$ cat config.mk
export PLATFORM = sky130hd
export DESIGN_NAME = mem_stage
export DESIGN_NICKNAME = d
export VERILOG_FILES = /design/src/rtl/rv_pipe_pkg.sv /design/src/rtl/mem_timeout_counter.sv /design/src/rtl/mem_stage.sv
export SDC_FILE = /design/constraint.sdc
export NUM_CORES = 1
export LEC_CHECK = 0
export BUFFER_PORTS_ARGS = -buffer_cell sky130_fd_sc_hd__buf_2
export CORE_AREA = 2 2 181 183
export CTS_CLUSTER_DIAMETER = 40
export DETAILED_ROUTE_END_ITERATION = 16
export DIE_AREA = 0 0 183 185
export PLACE_DENSITY_LB_ADDON = 0.12
export SLEW_MARGIN = 0
export SYNTH_ARGS = -nofsm -noshare
export SYNTH_HDL_FRONTEND = slang
export SYNTH_HIERARCHICAL = 1
export SYNTH_SLANG_ARGS = --single-unit
$ cat constraint.sdc
create_clock -name clk -period 1.85 [get_ports clk]
set_input_delay 0.185 -clock clk [delete_from_list [all_inputs] [get_ports clk]]
set_output_delay 0.185 -clock clk [all_outputs]
set_load 0.03 [all_outputs]
$ cat src/rtl/rv_pipe_pkg.sv
// rv_pipe_pkg: shared pipeline constants, ctrl_mem bit positions and MEM-stage state encoding.
package rv_pipe_pkg;
    localparam int XLEN_DEFAULT  = 64;
    localparam int MEM_WRITE_BIT = 0;
    localparam int MEM_READ_BIT  = 1;
    localparam int WB_CTRL_MSB   = 3;
    localparam int WB_CTRL_LSB   = 2;
    typedef enum logic {IDLE = 1'b0, BUSY = 1'b1} mem_state_e;
endpackage

$ cat src/rtl/mem_timeout_counter.sv
// mem_timeout_counter: BUSY-cycle watchdog for mem_stage, terminal count at TIMEOUT_CYCLES-1.
// Only built with MEM_TIMEOUT_EN defined.
`ifdef MEM_TIMEOUT_EN
module mem_timeout_counter #(
    parameter int TIMEOUT_CYCLES = 16,
    localparam int W = $clog2(TIMEOUT_CYCLES)
) (
    input  logic clk,
    input  logic reset_n,
    input  logic clear,
    input  logic enable,
    output logic tc
);
    logic [W-1:0] count_q, count_d;
    always_comb count_d = clear ? '0 : enable ? count_q + 1'b1 : count_q;
    always_ff @(posedge clk or negedge reset_n)
        if (!reset_n) count_q <= '0;
        else count_q <= count_d;
    assign tc = count_q == W'(TIMEOUT_CYCLES - 1);
endmodule
`endif

$ cat src/rtl/mem_stage.sv
// mem_stage: pipeline MEM stage; dmem req/ack access with upstream stall, drives MEM/WB register.
// MEM_TIMEOUT_EN adds a forced-completion watchdog with sticky mem_err.
module mem_stage
    import rv_pipe_pkg::*;
#(
    parameter int XLEN           = XLEN_DEFAULT,
    parameter int TIMEOUT_CYCLES = 16
) (
    input  logic            clk,
    input  logic            reset_n,
    input  logic [3:0]      ctrl_mem,
    input  logic [4:0]      rd_mem,
    input  logic [XLEN-1:0] alu_result,
    input  logic [XLEN-1:0] write_data1,
    output logic            stall,
    output logic            dmem_req,
    output logic            dmem_we,
    output logic [XLEN-1:0] dmem_addr,
    output logic [XLEN-1:0] dmem_wdata,
    input  logic            dmem_ack,
    input  logic [XLEN-1:0] dmem_rdata,
    output logic [1:0]      ctrl_wb,
    output logic [4:0]      rd_wb,
    output logic [XLEN-1:0] read_data,
    output logic [XLEN-1:0] alu_result_wb,
    output logic            mem_err
);
    mem_state_e      state_q, state_d;
    logic [1:0]      ctrl_wb_q, ctrl_wb_d, ctrl_lat_q, ctrl_lat_d;
    logic [4:0]      rd_wb_q, rd_wb_d, rd_lat_q, rd_lat_d;
    logic [XLEN-1:0] read_data_q, read_data_d, alu_wb_q, alu_wb_d, alu_lat_q, alu_lat_d;
    logic [XLEN-1:0] addr_q, addr_d, wdata_q, wdata_d;
    logic            we_q, we_d, err_q, err_d;
    logic            mem_op, busy, timeout, done;

    assign mem_op = ctrl_mem[MEM_WRITE_BIT] | ctrl_mem[MEM_READ_BIT];
    assign busy   = state_q == BUSY;
    assign done   = busy & (dmem_ack | timeout);

`ifdef MEM_TIMEOUT_EN
    logic tc;
    mem_timeout_counter #(.TIMEOUT_CYCLES(TIMEOUT_CYCLES)) u_timeout (
        .clk    (clk),
        .reset_n(reset_n),
        .clear  (~busy),
        .enable (busy & ~dmem_ack),
        .tc     (tc)
    );
    assign timeout = busy & tc & ~dmem_ack;
`else
    logic unused_timeout_cfg;
    assign unused_timeout_cfg = ^TIMEOUT_CYCLES;
    assign timeout = 1'b0;
`endif

    // Gated by reset_n so an abandoned access releases upstream immediately.
    assign stall    = reset_n & (busy ? ~done : mem_op);
    assign dmem_req = busy;

    always_comb begin
        state_d     = state_q;
        ctrl_wb_d   = ctrl_wb_q;
        rd_wb_d     = rd_wb_q;
        read_data_d = read_data_q;
        alu_wb_d    = alu_wb_q;
        ctrl_lat_d  = ctrl_lat_q;
        rd_lat_d    = rd_lat_q;
        alu_lat_d   = alu_lat_q;
        addr_d      = addr_q;
        wdata_d     = wdata_q;
        we_d        = we_q;
        err_d       = err_q | timeout;
        if (!busy && mem_op) begin
            addr_d     = alu_result;
            wdata_d    = write_data1;
            we_d       = ctrl_mem[MEM_WRITE_BIT];
            ctrl_lat_d = ctrl_mem[WB_CTRL_MSB:WB_CTRL_LSB];
            rd_lat_d   = rd_mem;
            alu_lat_d  = alu_result;
            ctrl_wb_d  = '0;
            state_d    = BUSY;
        end else if (!busy) begin
            ctrl_wb_d = ctrl_mem[WB_CTRL_MSB:WB_CTRL_LSB];
            rd_wb_d   = rd_mem;
            alu_wb_d  = alu_result;
        end else if (done) begin
            ctrl_wb_d   = ctrl_lat_q;
            rd_wb_d     = rd_lat_q;
            alu_wb_d    = alu_lat_q;
            read_data_d = we_q ? read_data_q : dmem_ack ? dmem_rdata : '0;
            state_d     = IDLE;
        end else begin
            ctrl_wb_d = '0;
        end
    end

    always_ff @(posedge clk or negedge reset_n) begin
        if (!reset_n) begin
            state_q     <= IDLE;
            ctrl_wb_q   <= '0;
            rd_wb_q     <= '0;
            read_data_q <= '0;
            alu_wb_q    <= '0;
            ctrl_lat_q  <= '0;
            rd_lat_q    <= '0;
            alu_lat_q   <= '0;
            addr_q      <= '0;
            wdata_q     <= '0;
            we_q        <= 1'b0;
            err_q       <= 1'b0;
        end else begin
            state_q     <= state_d;
            ctrl_wb_q   <= ctrl_wb_d;
            rd_wb_q     <= rd_wb_d;
            read_data_q <= read_data_d;
            alu_wb_q    <= alu_wb_d;
            ctrl_lat_q  <= ctrl_lat_d;
            rd_lat_q    <= rd_lat_d;
            alu_lat_q   <= alu_lat_d;
            addr_q      <= addr_d;
            wdata_q     <= wdata_d;
            we_q        <= we_d;
            err_q       <= err_d;
        end
    end

    assign ctrl_wb       = ctrl_wb_q;
    assign rd_wb         = rd_wb_q;
    assign read_data     = read_data_q;
    assign alu_result_wb = alu_wb_q;
    assign dmem_we       = we_q;
    assign dmem_addr     = addr_q;
    assign dmem_wdata    = wdata_q;
    assign mem_err       = err_q;
endmodule

== Yosys cells after proc, flatten, opt, wreduce, memory -nomap -nowiden ==
Index checks and enable logic that the tools add are counted.
Cells by class
  equality and inequality tests: 1
  bitwise logic cells: 6
  muxes and demuxes: 12
  reduce and logical (&&, ||, !) cells: 4
Operators by type and width (number)
  2-to-1 mux 64 bit: 3
  2-to-1 mux 5 bit: 2
  2-to-1 mux 2 bit: 3
  2-to-1 mux 1 bit: 4
  AND reduction 4 bit: 1
  inverter 1 bit: 3
  bitwise AND 1 bit: 2
  inequality test 2 x 1 -> 1 bit, second input constant: 1
  AND reduction 2 bit: 1
  logical AND 1 bit: 1
  zero test 1 bit: 1
  OR 1 bit: 1
Storage, ports and cells
  flip-flop bits (word level): 272
  input port bits: 204
  logic and storage cells: 33
  output and inout bits: 267

== Logic depth before layout (Yosys ltp) ==
Gate-level depths: netlist (run 1).
  word-level depth: 4
  gate-level depth with buffers: 6
  mapped depth without buffers: 2

== Least setup slack after synthesis (run 1) ==
OpenSTA, ideal clock, no wires.
  path kind: register to output
  start: register state_q (netlist: dmem_req)
  end: output port stall
  path buffers: 3
  required time: 1.665 ns
  stages on the path, launching flop included: 6
  slack: -0.205 ns
  arrival time: 1.870 ns
  cell sequence: dfrtp_1 -> buf_6 -> and2_1 -> buf_2 -> buf_2 -> nor3b_1
Between the ends
  longest elaborated chain between the ends: 4
RTL lines
  start, declared: line mem_stage.sv:28  | mem_state_e state_q, state_d;
  start signal, assigned: line mem_stage.sv:112  | state_q <= state_d;
  bitwise AND 1 bit: line mem_stage.sv:38  | assign done = busy & (dmem_ack | timeout);
  inverter 1 bit: line mem_stage.sv:57  | assign stall = reset_n & (busy ? ~done : mem_op);
  2-to-1 mux 1 bit *: line mem_stage.sv:57
  bitwise AND 1 bit *: line mem_stage.sv:57
  end, declared: line mem_stage.sv:15  | output logic stall,
Every way passes the cells marked *; elsewhere a longest branch is shown, timed or not.

== Final worst setup path (run 1) ==
  start: register state_q (netlist: dmem_req)
  end: output port dmem_req
RTL lines
  end, declared: line mem_stage.sv:16  | output logic dmem_req,
No word-level cell between the ends.

==> out/results.txt, run 1 <==
Worst IR Drop VDD: 0.883 mV
# IOs: 471
Gr usage total: 21.1%
Die width: 183 microns
Total net switching power: 9460 uW
Vias: 9597
Part of the power in registers: 32.5%
Inserted Clock Buffers: 47
Post-Synthesis Cells: 837
Area contributors post-synth: dfrtp_1 61%, mux2_2 20%, a221oi_1 4.6%, nor4_1 3.9%, a21oi_1 3.1%
Yosys reg bits: 272
DRC Markers: 0
Worst Skew: 15.7 ps
DP Wirelength: 23.7 mm
Routability cong.: 0.726
Via-per-instance ratio: 4.91
Crit path launch type: flip-flop
TritonCTS clock tree: built
WL per Instance: 19.0 microns
Core ar.: 32000 sq um
Tmin final: 1800 ps
Pwr per Cell Area: 1460 nW/um^2
Root Buffer: clkbuf_16
DP Cell Count: 1660
Pint: 16500 uW
Post-synth net total: 1041
Sink Count: 272
Clk Latency, worst-skew pair: 530 ps
Vias in the first global route: 9983
Slew Limit Fails: 0
Full die area: 33900 sq um
Ys Warns: 6
Overflow after GRT: 0
Post-Syn Area: 11200 sq um
Final Util: 55.8%
Slew Limit Headroom: 54.7%
Clk pwr share: 34.8%
Fin. Hold Viols: 0
WL final: 37.2 mm
Final Cell Area: 17900 sq um
Critical Path AT: 1620 ps
Dpl cell area: 14100 sq um
Worst Tran Pin Value: 680 ps
Area Overhead vs Synth: 59.5%
Crit Path Category: flip-flop to primary output
H-tree depth: 2
Top cell type by total area after synthesis: dfrtp_1
Hold crit path type: primary input to asynchronous set/reset pin
Setup ws final: 46.7 ps
Register area share after synthesis: 60.8%
Crit Path Max Fanout: 33
Layout cells sized above 1: 51.8%
Net Sw Frac: 36.4%
First-pass GRT wire length: 56.1 mm
Antenna viol nets, final: 0
Status: finished, final reports clean
Cell Rows: 66
Final period util: 97.5%
Mean Syn Cell Area: 13.4 sq um
P_leak: 0.00835 uW
Initial Utilization: 35.0%
First drt pass iteration count: 6
Synth cell types: 21
Number of port buffers: 469
Final nets: 1714
Max-Cap Viols: 0
Setup violators final: 0
Power Total: 26000 uW
Initial antenna violation count: 1
CTS clk-pin slew, worst paths: 50 ps
CTS max path bufs: 3
Non-Filler Instances: 1956
Pre-CTS worst setup slack: 196 ps
Critical Path End Type: primary output
Largest net degree at the start of global routing: 116
Logic gate share of total power: 32.7%
Yosys top cell area share: 60.8%
Worst Path Required: 1660 ps
Iter 0 DRT Violations: 392
Die Height: 185 microns
FMAX: 555 MHz
sequential cells by signal, indices dropped and copies added, names as in the netlist:
| signal | count |
|---|---|
| dmem_req | 1 |
| ctrl_wb | 2 |
| rd_wb | 5 |
| dmem_we | 1 |
| rd_lat_q | 5 |
| dmem_addr | 64 |
| alu_result_wb | 64 |
| dmem_wdata | 64 |
| ctrl_lat_q | 2 |
| read_data | 64 |
what timing repair did:
item                                    4_1_cts  5_1_grt
resized for setup                             7        2
endpoints found under the hold margin       395        0
pin swaps                                     1        0
endpoints found under the setup margin        1        2
buffers inserted                              4        3
cloned                                        2        0
hold buffers                                200        0
logic make-up (layout without fill, tap and decap cells):
group | count (synthesis) | after routing | synth area share [%]
DFF | 272 | 272 | 60.8
and+or+nand+nor | 75 | 76 | 4.18
buffers and inverters | 148 | 857 | 5.66
muxes | 200 | 200 | 20.1
AOI/OAI and AO/OA | 141 | 141 | 9.26
other | 1 | 2 | 0.0335
layout by cell type (no fill, tap or decap), types with 20 or more instances in the layout:
master	synthesis	routed
a21oi_1	69	69
a221oi_1	59	58
buf_2	30	466
buf_4	5	20
clkbuf_16	0	49
dfrtp_1	272	271
dlygate4sd3_1	0	200
inv_1	69	69
mux2_2	200	200
nor4_1	69	69
synth_stat cells, drive strengths merged:
| cell | number |
|---|---|
| dfrtp | 272 |
| and2 | 1 |
| clkbuf | 35 |
| nor3 | 1 |
| a22o | 2 |
| o21bai | 1 |
| nor4 | 69 |
| a221oi | 69 |
| mux2 | 200 |
| nor2 | 1 |
| buf | 44 |
| nand3b | 1 |
| inv | 69 |
| nor3b | 1 |
| conb | 1 |
| a21oi | 69 |
| or3 | 1 |
per-layer routing:
layer  part of all wire [%]  global-route usage, %
met1                     40                   25.4
met5                      0                      0
met4                    2.9                   7.68
met2                     48                   35.5
met3                    8.7                   6.88
area by class of cell:
class / count / area [sq um]
repair buffers: 702 / 4810
clock inverters: 30 / 382
diodes: 1 / 2.50
inverters: 69 / 259
flip-flops and latches: 272 / 6810
multi-input cells: 418 / 3810
clock buffers: 56 / 1280
well taps: 408 / 510
fillers: 2805 / 14200
path summary, 6_finish.rpt:
| kind | start | end | cells past startpoint | slack [ps] |
|---|---|---|---|---|
| max | dmem_req | dmem_req | 3 | 50 |
| min | reset_n | dmem_wdata[5] | 2 | 90 |
| max reg2reg | dmem_req | alu_result_wb[30] | 4 | 80 |
| min reg2reg | dmem_wdata[5] | dmem_wdata[5] | 1 | 500 |
| max in group asynchronous | reset_n | dmem_addr[29] | 3 | 820 |
| min in group clk | ctrl_mem[1] | alu_result_wb[17] | 3 | 160 |
stage by stage:
step / TNS [ps] / hold WS (ps)
floorplan: 0 / -111
global placement: 0 / 39.0
detailed placement: 0 / 40.3
CTS: -3.00 / 62.5
global route: -7.77 / 91.4
finish: 0 / 88.9
worst max-delay path: stages (launching register included):
cell	delay, ps
dfrtp_4	500
buf_4	190
buf_16	180
buf_2	200
power groups by stage:
stage / Sequential, uW / Clock, uW / Combinational (uW)
2_1_floorplan: 11600 / 0 / 2150
3_3_place_gp: 8460 / 0 / 8080
3_5_place_dp: 8520 / 0 / 8140
4_1_cts: 8440 / 9270 / 8550
5_1_grt: 8650 / 9540 / 9000
6_report: 8450 / 9060 / 8490
Note: power is estimated with default switching activity, not from simulation.
==> run 2, diff against run 1 <==
- CORE_AREA: 2 2 181 183 -> not set
- CORE_ASPECT_RATIO: not set -> 1.25
- CORE_UTILIZATION: not set -> 30
- DIE_AREA: 0 0 183 185 -> not set
==> run 2 against run 1 <==
  * Critical path depth increased by 1
  * Design area grew 0.28%
  * Non-clock buffer count unchanged
  * Worst hold slack got worse by 11 ps
  * Via count shrank 0.28%
  * Power decreased by 2.4%
  * Fmax grew 1.2%
  * Sequential share of layout area fell by 0.11 points
  * Highest routed layer unchanged
==> out/results.txt, run 2 (synthesis results as in run 1) <==
Status: finished, final reports clean
Critical Path End Type: flip-flop
Net Sw Frac: 36.9% (+0.50 points)
Pwr per Cell Area: 1420 nW/um^2 (-2.7%)
P_leak: 0.00833 uW (-0.30%)
Commonest non-fill, non-tap cells in the layout: 465 x buf_2, 271 x dfrtp_1, 201 x dlygate4sd3_1, 200 x mux2_2
Largest net degree at the start of global routing: 113 (-2.6%)
Number of port buffers: 469 (unchanged)
Iter 0 DRT Violations: 365 (-6.9%)
WL final: 37.8 mm (+1.6%)
FMAX: 561 MHz (+1.2%)
Part of the power in registers: 33.4% (+0.9 points)
Fin Hold WS: 78.0 ps (-10.9 ps)
Setup ws final: 67.4 ps (+20.7 ps)
Vias: 9570 (-0.28%)
Die width: 175 microns (-4.5%)
Setup_tns: 0 ps (unchanged)
Worst IR Drop VDD: 0.812 mV (-8.0%)
Slew Limit Headroom: 55.4% (+0.77 points)
DRC Markers: 0 (unchanged)
Worst Path Required: 2270 ps (+610 ps)
WL per Instance: 18.7 microns (-1.7%)
Worst Tran Pin Value: 668 ps (-11.5 ps)
Sink Count: 272 (unchanged)
Layout cells sized above 1: 52.2% (+0.37 points)
Gr usage total: 19.5% (-1.6 points)
Worst Skew: 12.1 ps (-3.64 ps)
Routability cong.: 0.761 (+4.8%)
CTS clk-pin slew, worst paths: 60 ps (about the same)
Full die area: 38100 sq um (+13%)
Pint: 16000 uW (-3.2%)
Crit path launch type: flip-flop
# IOs: 471 (unchanged)
Commonest non-fill, non-tap cell in the layout: buf_2
RSZ-0062 raised after global routing: false
Final nets: 1710 (-0.23%)
Hold crit path type: primary input to asynchronous set/reset pin
Tmin final: 1780 ps (-20.7 ps)
Via-per-instance ratio: 4.74 (-3.5%)
Initial antenna violation count: 1 (unchanged)
Final period util: 96.4% (-1.1 points)
DP Wirelength: 24.5 mm (+3.6%)
Core ar.: 36500 sq um (+14%)
Vias in the first global route: 10.1k (+1.1%)
TritonCTS clock tree: built
Clk Latency, worst-skew pair: 530 ps (about the same)
Antenna viol nets, final: 0 (unchanged)
Total net switching power: 9360 uW (-1.1%)
Pre-CTS worst setup slack: 200 ps (+4.21 ps)
First drt pass iteration count: 4 (-2)
First-pass GRT wire length: 58.1 mm (+3.5%)
Area Overhead vs Synth: 59.9%
Critical Path AT: 2200 ps (+580 ps)
Logic gate share of total power: 33.6% (+0.9 points)
Initial Utilization: 30.7% (-4.3 points)
Clk pwr share: 33.0% (-1.8 points)
Max-Cap Viols: 0 (unchanged)
Inserted Clock Buffers: 43 (-8.5%)
Slew Limit Fails: 0 (unchanged)
Die Height: 218 microns (+18%)
CTS max path bufs: 3 (unchanged)
Cell Rows: 78 (+18%)
Layout fillers: 3320 (+18%)
Overflow after GRT: 0 (unchanged)
Crit Path Max Fanout: 41 (+24%)
Root Buffer: clkbuf_16
Setup violators final: 0 (unchanged)
H-tree depth: 2 (unchanged)
Fin. Hold Viols: 0 (unchanged)
Crit Path Category: flip-flop to flip-flop
## run 2: per-stage QoR
step / utilization (%) / power [uW] / cell area, sq um / instances
detailed placement: 38.9 / 16700 / 14200 / 1733
global route: 49.1 / 26600 / 17900 / 2021
global placement: 38.9 / 16600 / 14200 / 1733
floorplan: - / 13800 / 11200 / 837
finish: 49.1 / 25400 / 17900 / 2021
CTS: 48.9 / 25600 / 17900 / 2020
## run 2: routing by layer
layer | wire, microns | part of all wire (%) | vias up | global-route usage [%]
met5 | 0 | 0 | - | 0
met4 | 732 | 1.9 | 0 | 5.65
met2 | 19200 | 51 | 385 | 34.6
met3 | 2870 | 7.6 | 49 | 5.35
met1 | 15000 | 40 | 4718 | 23.0
li1 | - | - | 4418 | -
## run 2: final cells by class
| type | count | area, sq um | area share (%) |
|---|---|---|---|
| Multi-Input combinational cell | 418 | 3850 | 21.5 |
| Inverter | 69 | 259 | 1.45 |
| Clock buffer | 51 | 1200 | 6.69 |
| Tap cell | 480 | 601 | 3.35 |
| Sequential cell | 272 | 6810 | 38.0 |
| Clock inverter | 28 | 323 | 1.80 |
| Antenna cell | 1 | 2.50 | 0.0140 |
| Timing Repair Buffer | 702 | 4870 | 27.2 |
## run 2: what timing repair did
| action | in CTS | in global routing |
|---|---|---|
| setup endpoints to repair | 2 | 19 |
| setup buffers | 4 | 0 |
| gates cloned | 3 | 0 |
| hold buffers | 201 | 0 |
| pin swaps | 2 | 0 |
| gates resized for setup | 4 | 10 |
| endpoints found under the hold margin | 408 | 0 |
## run 2: path summary, 6_finish.rpt
path,from,endpoint,slack (ps),cells after the start
max,dmem_req,alu_result_wb[4],70,4
min,reset_n,dmem_addr[36],80,2
max reg2reg,dmem_req,alu_result_wb[4],70,4
min reg2reg,ctrl_lat_q[1],ctrl_wb[1],480,1
max in group asynchronous,reset_n,read_data[36],860,4
min in group clk,ctrl_mem[1],alu_result_wb[62],130,3
## run 2: critical path, cell delays in order, from the launching register on
cell	delay (ps)
dfrtp_4	510
buf_4	190
or3_4	420
buf_12	200
a221oi_1	320
## run 2: power groups by stage
stage / Sequential (uW) / Clock [uW] / Combinational [uW]
2_1_floorplan: 11600 / 0 / 2150
3_3_place_gp: 8510 / 0 / 8090
3_5_place_dp: 8570 / 0 / 8120
4_1_cts: 8490 / 8610 / 8550
5_1_grt: 8690 / 8860 / 9030
6_report: 8480 / 8370 / 8520
